## config.mk

```make
export PLATFORM = sky130hd
export DESIGN_NAME = svc_axi_rd_burst_split_flat
export DESIGN_NICKNAME = d
export VERILOG_FILES = /design/src/rtl/svc_axi_rd_burst_split_if.sv /design/src/rtl/svc_axi_rd_burst_split.sv /design/src/flat_wrapper.sv
export SDC_FILE = /design/constraint.sdc
export NUM_CORES = 1
export LEC_CHECK = 0
export CAP_MARGIN = 0
export CORE_ASPECT_RATIO = 1.1
export CORE_MARGIN = 2
export CORE_UTILIZATION = 62
export CTS_CLUSTER_DIAMETER = 40
export DETAILED_ROUTE_END_ITERATION = 16
export DONT_BUFFER_PORTS = 1
export GPL_TIMING_DRIVEN = 0
export PLACE_DENSITY = 0.88
export RECOVER_POWER = 25
export SETUP_SLACK_MARGIN = 0.4
export SYNTH_ARGS = -nofsm -noshare
export SYNTH_HDL_FRONTEND = slang
export SYNTH_SLANG_ARGS = --single-unit
```

## constraint.sdc

```tcl
create_clock -name clk -period 6.8 [get_ports clk]
set_input_delay 0.68 -clock clk [delete_from_list [all_inputs] [get_ports clk]]
set_output_delay 0.68 -clock clk [all_outputs]
set_load 0.03 [all_outputs]
```

## src/rtl/svc_axi_rd_burst_split_if.sv

```systemverilog
// AXI4 read-channel bundle (AR + R) shared by the splitter's upstream and downstream ports.
// The slave modport faces the manager; the master modport faces the subordinate.
interface svc_axi_rd_burst_split_if #(
   parameter int unsigned AW  = 8,
   parameter int unsigned DW  = 16,
   parameter int unsigned IDW = 4
);
   logic           arvalid;
   logic [IDW-1:0] arid;
   logic [AW-1:0]  araddr;
   logic [7:0]     arlen;
   logic [2:0]     arsize;
   logic [1:0]     arburst;
   logic           arready;
   logic           rvalid;
   logic [IDW-1:0] rid;
   logic [DW-1:0]  rdata;
   logic [1:0]     rresp;
   logic           rlast;
   logic           rready;

   modport slave (
      input  arvalid, arid, araddr, arlen, arsize, arburst, rready,
      output arready, rvalid, rid, rdata, rresp, rlast
   );

   modport master (
      output arvalid, arid, araddr, arlen, arsize, arburst, rready,
      input  arready, rvalid, rid, rdata, rresp, rlast
   );
endinterface

```

## src/rtl/svc_axi_rd_burst_split.sv

```systemverilog
// Splits INCR read bursts into CHUNK_BEATS-aligned sub-bursts and merges the
// returning R beats back into one burst with a single rlast.
module svc_axi_rd_burst_split #(
   parameter int unsigned AXI_ADDR_WIDTH = 8,
   parameter int unsigned AXI_DATA_WIDTH = 16,
   parameter int unsigned AXI_ID_WIDTH   = 4,
   parameter int unsigned CHUNK_BEATS    = 4
) (
   input  logic                    clk,
   input  logic                    rst,
   svc_axi_rd_burst_split_if.slave  s_axi,
   svc_axi_rd_burst_split_if.master m_axi
);
   localparam int unsigned AW         = AXI_ADDR_WIDTH;
   localparam int unsigned BPB        = AXI_DATA_WIDTH / 8;
   localparam int unsigned BEAT_SHIFT = $clog2(BPB);
   localparam int unsigned CW         = 9;

   typedef enum logic [1:0] {IDLE, ISSUE, DRAIN} state_t;

   // Beats until the next chunk boundary, capped by what is left of the burst.
   function automatic logic [CW-1:0] sub_beats(input logic [AW-1:0] addr, input logic [CW-1:0] rem);
      logic [AW-1:0] word;
      logic [CW-1:0] room;
      word = addr >> BEAT_SHIFT;
      room = CW'(CHUNK_BEATS) - CW'(word & AW'(CHUNK_BEATS - 1));
      return (rem < room) ? rem : room;
   endfunction

   state_t                  state, state_n;
   logic                    arready_q, arready_n;
   logic                    arvalid_q, arvalid_n;
   logic [AW-1:0]           addr_q, addr_n;
   logic [7:0]              len_q, len_n;
   logic [AXI_ID_WIDTH-1:0] id_q, id_n;
   logic [2:0]              size_q, size_n;
   logic [1:0]              burst_q, burst_n;
   logic [CW-1:0]           rem_q, rem_n;
   logic [CW-1:0]           issued_q, issued_n;
   logic [CW-1:0]           done_q, done_n;

   logic          ar_hs_c, m_ar_hs_c, m_rlast_hs_c, s_rlast_c, s_rlast_hs_c;
   logic [CW-1:0] cur_beats_c, nxt_rem_c, req_beats_c, first_beats_c, nxt_beats_c;
   logic [AW-1:0] nxt_addr_c;

   assign ar_hs_c       = s_axi.arvalid && arready_q;
   assign m_ar_hs_c     = arvalid_q && m_axi.arready;
   assign m_rlast_hs_c  = m_axi.rvalid && m_axi.rready && m_axi.rlast;
   assign s_rlast_c     = m_axi.rlast && (done_q == issued_q - CW'(1)) && (state != ISSUE);
   assign s_rlast_hs_c  = m_axi.rvalid && s_axi.rready && s_rlast_c;

   assign cur_beats_c   = CW'(len_q) + CW'(1);
   assign nxt_addr_c    = addr_q + AW'(32'(cur_beats_c) * BPB);
   assign nxt_rem_c     = rem_q - cur_beats_c;
   assign req_beats_c   = CW'(s_axi.arlen) + CW'(1);
   assign first_beats_c = sub_beats(s_axi.araddr, req_beats_c);
   assign nxt_beats_c   = sub_beats(nxt_addr_c, nxt_rem_c);

   // R channel is a straight pass-through except for the merged rlast.
   assign s_axi.rvalid  = m_axi.rvalid;
   assign s_axi.rid     = m_axi.rid;
   assign s_axi.rdata   = m_axi.rdata;
   assign s_axi.rresp   = m_axi.rresp;
   assign s_axi.rlast   = s_rlast_c;
   assign m_axi.rready  = s_axi.rready;

   assign s_axi.arready = arready_q;
   assign m_axi.arvalid = arvalid_q;
   assign m_axi.arid    = id_q;
   assign m_axi.araddr  = addr_q;
   assign m_axi.arlen   = len_q;
   assign m_axi.arsize  = size_q;
   assign m_axi.arburst = burst_q;

   always_ff @(posedge clk) begin
      if (rst) begin
         state     <= IDLE;
         arready_q <= 1'b0;
         arvalid_q <= 1'b0;
         addr_q    <= '0;
         len_q     <= '0;
         id_q      <= '0;
         size_q    <= '0;
         burst_q   <= '0;
         rem_q     <= '0;
         issued_q  <= '0;
         done_q    <= '0;
      end else begin
         state     <= state_n;
         arready_q <= arready_n;
         arvalid_q <= arvalid_n;
         addr_q    <= addr_n;
         len_q     <= len_n;
         id_q      <= id_n;
         size_q    <= size_n;
         burst_q   <= burst_n;
         rem_q     <= rem_n;
         issued_q  <= issued_n;
         done_q    <= done_n;
      end
   end

   always_comb begin
      state_n   = state;
      arvalid_n = arvalid_q;
      addr_n    = addr_q;
      len_n     = len_q;
      id_n      = id_q;
      size_n    = size_q;
      burst_n   = burst_q;
      rem_n     = rem_q;
      issued_n  = issued_q;
      done_n    = m_rlast_hs_c ? done_q + CW'(1) : done_q;

      unique case (state)
         IDLE: begin
            if (ar_hs_c) begin
               id_n      = s_axi.arid;
               size_n    = s_axi.arsize;
               burst_n   = s_axi.arburst;
               addr_n    = s_axi.araddr;
               rem_n     = req_beats_c;
               len_n     = 8'(first_beats_c - CW'(1));
               arvalid_n = 1'b1;
               issued_n  = '0;
               done_n    = '0;
               state_n   = ISSUE;
            end
         end
         ISSUE: begin
            if (m_ar_hs_c) begin
               issued_n = issued_q + CW'(1);
               rem_n    = nxt_rem_c;
               if (nxt_rem_c == '0) begin
                  arvalid_n = 1'b0;
                  state_n   = s_rlast_hs_c ? IDLE : DRAIN;
               end else begin
                  addr_n = nxt_addr_c;
                  len_n  = 8'(nxt_beats_c - CW'(1));
               end
            end
         end
         DRAIN: begin
            if (s_rlast_hs_c) state_n = IDLE;
         end
         default: state_n = IDLE;
      endcase

      arready_n = (state_n == IDLE);
   end
endmodule
```

## src/flat_wrapper.sv

```systemverilog
// flat-port wrapper written by rule: the top's interface ports become plain ports
module svc_axi_rd_burst_split_flat 
#(
   parameter int unsigned AXI_ADDR_WIDTH = 8,
   parameter int unsigned AXI_DATA_WIDTH = 16,
   parameter int unsigned AXI_ID_WIDTH   = 4,
   parameter int unsigned CHUNK_BEATS    = 4
)
  (clk, rst, s_axi_arvalid, s_axi_arid, s_axi_araddr, s_axi_arlen, s_axi_arsize, s_axi_arburst, s_axi_rready, s_axi_arready, s_axi_rvalid, s_axi_rid, s_axi_rdata, s_axi_rresp, s_axi_rlast, m_axi_arvalid, m_axi_arid, m_axi_araddr, m_axi_arlen, m_axi_arsize, m_axi_arburst, m_axi_rready, m_axi_arready, m_axi_rvalid, m_axi_rid, m_axi_rdata, m_axi_rresp, m_axi_rlast);
  svc_axi_rd_burst_split_if s_axi_i ();
  svc_axi_rd_burst_split_if m_axi_i ();
  input  logic clk;
  input  logic rst;
  input wire logic [$bits(s_axi_i.arvalid)-1:0] s_axi_arvalid;
  input wire logic [$bits(s_axi_i.arid)-1:0] s_axi_arid;
  input wire logic [$bits(s_axi_i.araddr)-1:0] s_axi_araddr;
  input wire logic [$bits(s_axi_i.arlen)-1:0] s_axi_arlen;
  input wire logic [$bits(s_axi_i.arsize)-1:0] s_axi_arsize;
  input wire logic [$bits(s_axi_i.arburst)-1:0] s_axi_arburst;
  input wire logic [$bits(s_axi_i.rready)-1:0] s_axi_rready;
  output wire logic [$bits(s_axi_i.arready)-1:0] s_axi_arready;
  output wire logic [$bits(s_axi_i.rvalid)-1:0] s_axi_rvalid;
  output wire logic [$bits(s_axi_i.rid)-1:0] s_axi_rid;
  output wire logic [$bits(s_axi_i.rdata)-1:0] s_axi_rdata;
  output wire logic [$bits(s_axi_i.rresp)-1:0] s_axi_rresp;
  output wire logic [$bits(s_axi_i.rlast)-1:0] s_axi_rlast;
  output wire logic [$bits(m_axi_i.arvalid)-1:0] m_axi_arvalid;
  output wire logic [$bits(m_axi_i.arid)-1:0] m_axi_arid;
  output wire logic [$bits(m_axi_i.araddr)-1:0] m_axi_araddr;
  output wire logic [$bits(m_axi_i.arlen)-1:0] m_axi_arlen;
  output wire logic [$bits(m_axi_i.arsize)-1:0] m_axi_arsize;
  output wire logic [$bits(m_axi_i.arburst)-1:0] m_axi_arburst;
  output wire logic [$bits(m_axi_i.rready)-1:0] m_axi_rready;
  input wire logic [$bits(m_axi_i.arready)-1:0] m_axi_arready;
  input wire logic [$bits(m_axi_i.rvalid)-1:0] m_axi_rvalid;
  input wire logic [$bits(m_axi_i.rid)-1:0] m_axi_rid;
  input wire logic [$bits(m_axi_i.rdata)-1:0] m_axi_rdata;
  input wire logic [$bits(m_axi_i.rresp)-1:0] m_axi_rresp;
  input wire logic [$bits(m_axi_i.rlast)-1:0] m_axi_rlast;
  assign s_axi_i.arvalid = s_axi_arvalid;
  assign s_axi_i.arid = s_axi_arid;
  assign s_axi_i.araddr = s_axi_araddr;
  assign s_axi_i.arlen = s_axi_arlen;
  assign s_axi_i.arsize = s_axi_arsize;
  assign s_axi_i.arburst = s_axi_arburst;
  assign s_axi_i.rready = s_axi_rready;
  assign s_axi_arready = s_axi_i.arready;
  assign s_axi_rvalid = s_axi_i.rvalid;
  assign s_axi_rid = s_axi_i.rid;
  assign s_axi_rdata = s_axi_i.rdata;
  assign s_axi_rresp = s_axi_i.rresp;
  assign s_axi_rlast = s_axi_i.rlast;
  assign m_axi_arvalid = m_axi_i.arvalid;
  assign m_axi_arid = m_axi_i.arid;
  assign m_axi_araddr = m_axi_i.araddr;
  assign m_axi_arlen = m_axi_i.arlen;
  assign m_axi_arsize = m_axi_i.arsize;
  assign m_axi_arburst = m_axi_i.arburst;
  assign m_axi_rready = m_axi_i.rready;
  assign m_axi_i.arready = m_axi_arready;
  assign m_axi_i.rvalid = m_axi_rvalid;
  assign m_axi_i.rid = m_axi_rid;
  assign m_axi_i.rdata = m_axi_rdata;
  assign m_axi_i.rresp = m_axi_rresp;
  assign m_axi_i.rlast = m_axi_rlast;
  svc_axi_rd_burst_split #(.AXI_ADDR_WIDTH(AXI_ADDR_WIDTH), .AXI_DATA_WIDTH(AXI_DATA_WIDTH), .AXI_ID_WIDTH(AXI_ID_WIDTH), .CHUNK_BEATS(CHUNK_BEATS)) u_core (.clk(clk), .rst(rst), .s_axi(s_axi_i), .m_axi(m_axi_i));
endmodule
```

==> results of run 1 <==
-- path summary, 6_finish.rpt --
check                                                          end  slack, ns  cells after the start
worst max-delay path            u_core.m_axi.arlen[2]$_SDFFE_PP0P_       2.41                     15
worst min-delay path                  u_core.rem_q[4]$_SDFFE_PP0P_       0.47                      2
worst max register to register  u_core.m_axi.arlen[2]$_SDFFE_PP0P_       2.41                     15
worst min register to register        u_core.rem_q[4]$_SDFFE_PP0P_       0.47                      2
-- report_power, final --
group | internal [mW] | leakage, nW | switching [mW]
Combinational | 0.101 | 1.09 | 0.168
Clock | 0.0761 | 0.0463 | 0.124
Sequential | 0.344 | 0.455 | 0.0377
Total | 0.521 | 1.60 | 0.330
-- cell type report --
cell class | instances | area share (%)
multi-input combinational | 375 | 60.9
tap | 80 | 2.42
clock inverter | 3 | 0.664
buffer | 48 | 4.53
clock buffer | 5 | 1.66
inverter | 29 | 2.63
timing repair buffer | 1 | 0.0906
sequential | 56 | 27.1
-- state kept, by name, indices dropped and copies added (netlist names) --
name                  flops
u_core.m_axi.arvalid      1
u_core.s_axi.arready      1
u_core.m_axi.arlen        8
u_core.done_q             9
u_core.issued_q           9
u_core.rem_q              9
u_core.m_axi.arburst      2
u_core.state              2
u_core.m_axi.arsize       3
u_core.m_axi.arid         4
u_core.m_axi.araddr       8
-- stage by stage --
| stage | total power [mW] | cells | instance area (sq um) | worst slack, ns | hold WS, ns |
|---|---|---|---|---|---|
| final | 0.851 | 597 | 4140 | 2.41 | 0.469 |
| after global placement | 0.646 | 588 | 4130 | 2.60 | 0.441 |
| after floorplan | 0.605 | 508 | 4030 | 2.93 | 0.432 |
| after detailed placement | 0.658 | 589 | 4140 | 2.49 | 0.452 |
| after global routing | 0.891 | 597 | 4140 | 2.15 | 0.475 |
| after CTS | 0.853 | 597 | 4230 | 2.47 | 0.469 |
-- critical path, stage by stage, from the launching register on --
cell and delay, ns:
dfxtp_1 0.64, ha_1 0.35, nand3_1 0.12, xnor2_1 0.28, inv_1 0.12, ha_1 0.38, a21oi_1 0.24, nor2_1 0.12
nor4_1 0.36, o21ai_0 0.19, or4_4 0.46, mux2i_1 0.17, o21a_1 0.20, ha_1 0.24, a21o_1 0.17, a311oi_2 0.25
-- Yosys cell counts (all sizes together), types with 2 or more instances --
library cell | number | area [sq um]
a2111oi | 2 | 18.8
xor2 | 25 | 226
nand4 | 10 | 62.6
nor4 | 4 | 40.0
nand2 | 61 | 229
clkbuf | 18 | 67.6
nand3 | 19 | 95.1
o31ai | 2 | 20.0
or4 | 2 | 18.8
inv | 29 | 109
and4 | 3 | 26.3
o21ai | 14 | 73.8
nor3 | 11 | 55.1
a211oi | 7 | 62.6
nand2b | 6 | 37.5
dfxtp | 56 | 1120
o21a | 3 | 22.5
a21o | 8 | 60.1
o211ai | 9 | 67.6
xnor2 | 20 | 183
buf | 30 | 210
a31oi | 5 | 46.3
or3 | 5 | 31.3
a311oi | 6 | 71.3
ha | 26 | 325
nand4b | 2 | 17.5
fa | 2 | 40.0
and3 | 5 | 31.3
o2111ai | 2 | 17.5
mux2i | 3 | 30.0
nor2b | 5 | 31.3
a2bb2o | 3 | 42.5
nor2 | 49 | 184
a21oi | 39 | 199
nand3b | 2 | 15.0
-- logic make-up after synthesis --
kind of cell / count (synthesis) / share of synthesized area [%]
xor gates and xnor gates: 45 / 10.2
and+or+nand+nor: 187 / 22.3
adders and majority gates: 28 / 9.07
DFF: 56 / 27.8
AOI/OAI and AO/OA: 111 / 20.0
muxes: 4 / 1.03
buffers and inverters: 77 / 9.60
-- per-layer routing --
metal | up-vias | wire length (um)
li1 | 1776 | -
met1 | 1724 | 3870
met2 | 184 | 4910
met3 | 18 | 915
met4 | 0 | 209
met5 | - | 0
==> flow_summary.toml, run 1 <==
[placed_design]
hpwl_mm = 7.72
gp_congestion = 0.954
port_buffers = 0

[floorplan]
die_h_um = 88.5
rows = 30
pin_count = 106
start_util_pct = 64.6
core-area_sq_um = 6230
die_area_sq_um = 7160
die_x_um = 80.8

[synth]
ys_warn_count = 0
netlist_instances = 508
avgSynthCellArea_sq_um = 7.93
synth_area_sq_um = 4030
ys_types = 65
syn-num-nets = 590
async_flop_share_pct = 0
synth_edf_count = 0
ys_seq_area_share_pct = 27.8
synth_ff_type = "dfxtp_1"
ys_ff_latch = 56

[critical_path]
end_kind = "flip-flop"
crit_arrival_ns = 4.63
critPathKind = "flip-flop to flip-flop"
r2r_start = "u_core.m_axi.arlen[1]$_SDFFE_PP0P_"
required_ns = 7.03
setup.worst_path.start_class = "flip-flop"
setup.worst_path.start = "u_core.m_axi.arlen[1]$_SDFFE_PP0P_"
critPathMaxFanout = 6

[cells_and_area]
layout_common_cells = "nand2_1 (61), dfxtp_1 (56), nor2_1 (49)"
drive_above_1_share_pct = 5.80
nFillCells = 537
antenna_cells = 0
multiInputGateArea_sq_um = 2520
syn_to_final_growth_pct = 2.89
seqCellArea_sq_um = 1120
fin_nets = 598
final_util_pct = 66.5
layout_commonest_cell = "nand2_1"

[clock_network]
cts_buffers = 5
cts_sinks = 56
cts_resized = 0
cts_tree = "yes"
clockBufferDepth = 2
cts-root-buf = "clkbuf_8"
ctsHoldBuffers = 0
clk_pin_slew_ns = 0.13
cts.htree.levels = 2
clk_latency_ns = 0.33
cts_setup_buffers = 0

[min_path]
min_path_type = "flip-flop to flip-flop"
hold_start = "u_core.rem_q[4]$_SDFFE_PP0P_"

[global_routing]
antenna_found_initial = 0
busiest_layer = "met2"
grt_pass1_vias = 3451
met2_usage_pct = 49.5
grt_util_all_layers_pct = 27.6
grt_max_degree = 20
use_met1_pct = 34.3
grt.overflow.total = 0
grt_pass1_wl_mm = 15.5
use_met3_pct = 2.96

[outcome]
outcome = "finished clean"

[power]
vdd_drop_max_v = 0.000112
leakagePower_nw = 1.60
pwr_density_cell_nw_per_um2 = 205

[timing]
finalCritPeriodShare_pct = 64.6
fin_setup_tns_ns = 0
maxSlewViolCount = 0
tightest_slew_ns = 0.945
report.final.hold_viol_count = 0
setup_viol = 0
rsz0062_at_grt = "no"
fmax_mhz = 228
slew_headroom_pct = 36.9
clock_skew_ns = 0.0220
min_period_ns = 4.39

[flow_run]
drv_cap = 0

[detailed_routing]
post_drt_wl_per_cell_um = 16.6
antenna_left = 0
drc = 0
vias = 3702
drt_iter0_drc = 267
viasPerCell = 6.20
dr.pass1.iters = 4
drt_wl_total_mm = 9.90
Power figures use the tool's default switching activity.
==> run 2: changes to the inputs <==
--- a/config.mk
+++ b/config.mk
@@ -8,12 +8,12 @@
 export CAP_MARGIN = 0
 export CORE_ASPECT_RATIO = 1.1
 export CORE_MARGIN = 2
-export CORE_UTILIZATION = 62
+export CORE_UTILIZATION = 58
 export CTS_CLUSTER_DIAMETER = 40
 export DETAILED_ROUTE_END_ITERATION = 16
 export DONT_BUFFER_PORTS = 1
 export GPL_TIMING_DRIVEN = 0
-export PLACE_DENSITY = 0.88
+export PLACE_DENSITY = 0.86
 export RECOVER_POWER = 25
 export SETUP_SLACK_MARGIN = 0.4
 export SYNTH_ARGS = -nofsm -noshare
==> constraint.sdc (replaced) <==
create_clock -name clk -period 3.7 [get_ports clk]
set_input_delay 0.37 -clock clk [delete_from_list [all_inputs] [get_ports clk]]
set_output_delay 0.37 -clock clk [all_outputs]
set_load 0.03 [all_outputs]
==> flow_summary.toml, run 2 (synthesis results as in run 1) <==
[outcome]
outcome = "complete, but fails checks"
violations = "setup timing"

[detailed_routing]
drt_iter0_drc = 337
viasPerCell = 6.58
drc = 0
post_drt_wl_per_cell_um = 20.2
drt_wl_total_mm = 12.5
vias = 4090
dr.pass1.iters = 7
antenna_left = 0

[placed_design]
port_buffers = 0
gp_congestion = 0.898
post_dp_cell_area_sq_um = 4210
hpwl_mm = 7.55
post-place-cells = 591

[critical_path]
setup.worst_path.start = "u_core.m_axi.arlen[2]$_SDFFE_PP0P_"
critPathKind = "flip-flop to flip-flop"
critPathTopFamily = "compound AO/OA/AOI/OAI gates"
required_ns = 3.94
r2r_start = "u_core.m_axi.arlen[2]$_SDFFE_PP0P_"
max_stage_delay_ns = 0.58
crit_arrival_ns = 4.28
cpMaxStageDelayCell = "nor4_1"
path_buf_inv = 2
path_cells = "and4_1 -> nand4_1 -> xor2_1 -> ha_4 -> nor4_1 -> o21ai_2 -> buf_4 -> buf_4 -> o41a_1 -> o31ai_4 -> ha_4 -> nand3_1 -> a311oi_2"
critPathMaxFanout = 7
end_kind = "flip-flop"
setup.worst_path.start_class = "flip-flop"

[cells_and_area]
layout_common_cells = "nand2_1 (60), dfxtp_1 (48), nor2_1 (42), clkbuf_1 (42), a21oi_1 (35)"
syn_to_final_growth_pct = 18.5
antenna_cells = 0
nFillCells = 477
instances_no_fill = 622
reg_top3 = "u_core.done_q: 9 flops, u_core.issued_q: 9 flops, u_core.rem_q: 9 flops"
drive_above_1_share_pct = 19.4
fin_nets = 621
finalInstanceArea_sq_um = 4770
layout_commonest_cell = "nand2_1"

[floorplan]
pin_count = 106
start_util_pct = 60.4
die_h_um = 91.4
core-area_sq_um = 6670
die_area_sq_um = 7630
rows = 31
die_x_um = 83.4

[min_path]
hold_start = "s_axi_arid[0]"
min_path_type = "primary input to flip-flop"

[clock_network]
clockBufferDepth = 2
cts.htree.levels = 2
cts_sinks = 56
clk_pin_slew_ns = 0.11
clk_latency_ns = 0.34
cts_buffers = 5
cts_tree = "yes"
cts-root-buf = "clkbuf_8"

[timing]
setup_viol = 8
tightest_slew_ns = 0.730
maxSlewViolCount = 0
finalCritPeriodShare_pct = 109
min_period_ns = 4.04
worst_slack_ns = -0.339
report.final.hold_viol_count = 0
fmax_mhz = 248
slew_headroom_pct = 51.3
clock_skew_ns = 0.0183
rsz0062_at_grt = "yes"

[power]
power.total_mw = 1.80
vdd_drop_max_v = 0.000256
pwr_density_cell_nw_per_um2 = 377
leakagePower_nw = 1.78

[global_routing]
antenna_found_initial = 0
grt_max_degree = 20
grt_pass1_vias = 3882
grt.overflow.total = 0
grt_pass1_wl_mm = 18.0
grt_util_all_layers_pct = 29.0

[flow_run]
drv_cap = 0
run 2: power breakdown:
group          leakage (nW)  internal [mW]  switching (mW)
registers             0.461          0.632          0.0810
logic                  1.27          0.301           0.404
clock network        0.0463          0.140           0.239
run 2: what timing repair did:
action	in CTS	in global routing
resized for setup	57	15
gates cloned	1	0
hold buffers	0	0
pin swaps	21	19
endpoints found under the setup margin	19	20
setup buffers	17	5
run 2: final timing paths:
kind | to | slack, ns | cells after the start
worst max-delay path | u_core.m_axi.arlen[2]$_SDFFE_PP0P_ | -0.34 | 13
worst min-delay path | u_core.m_axi.arid[0]$_SDFFE_PP0P_ | 0.17 | 2
worst max register to register | u_core.m_axi.arlen[2]$_SDFFE_PP0P_ | -0.34 | 13
worst min register to register | u_core.rem_q[3]$_SDFFE_PP0P_ | 0.48 | 2
run 2: per-layer routing:
| metal | part of all wire (%) | GRT usage [%] |
|---|---|---|
| met5 | 0 | 0 |
| met4 | 5.1 | 11.7 |
| met3 | 11 | 5.55 |
| met2 | 48 | 51.5 |
| met1 | 36 | 34.2 |
run 2: layout make-up:
class / count / area (sq um) / share of cell area [%]
Inverter: 29 / 114 / 2.39
Buffer: 48 / 195 / 4.09
Clock buffer: 5 / 68.8 / 1.44
Multi-Input combinational cell: 375 / 2900 / 60.8
Timing Repair Buffer: 24 / 213 / 4.46
Clock inverter: 3 / 27.5 / 0.577
Tap cell: 82 / 103 / 2.15
Sequential cell: 56 / 1150 / 24.1
run 2: stage by stage:
| step | worst slack [ns] | hold WS, ns | util, % | setup TNS [ns] |
|---|---|---|---|---|
| final | -0.339 | 0.171 | 71.5 | -1.94 |
| after global routing | -0.414 | 0.180 | 71.5 | -2.59 |
| after CTS | -0.0823 | 0.180 | 71.0 | -0.115 |
| after detailed placement | -0.177 | 0.455 | 63.1 | -1.23 |
| after global placement | -0.129 | 0.441 | 62.9 | -0.591 |
| after floorplan | 0.172 | 0.432 | - | 0 |
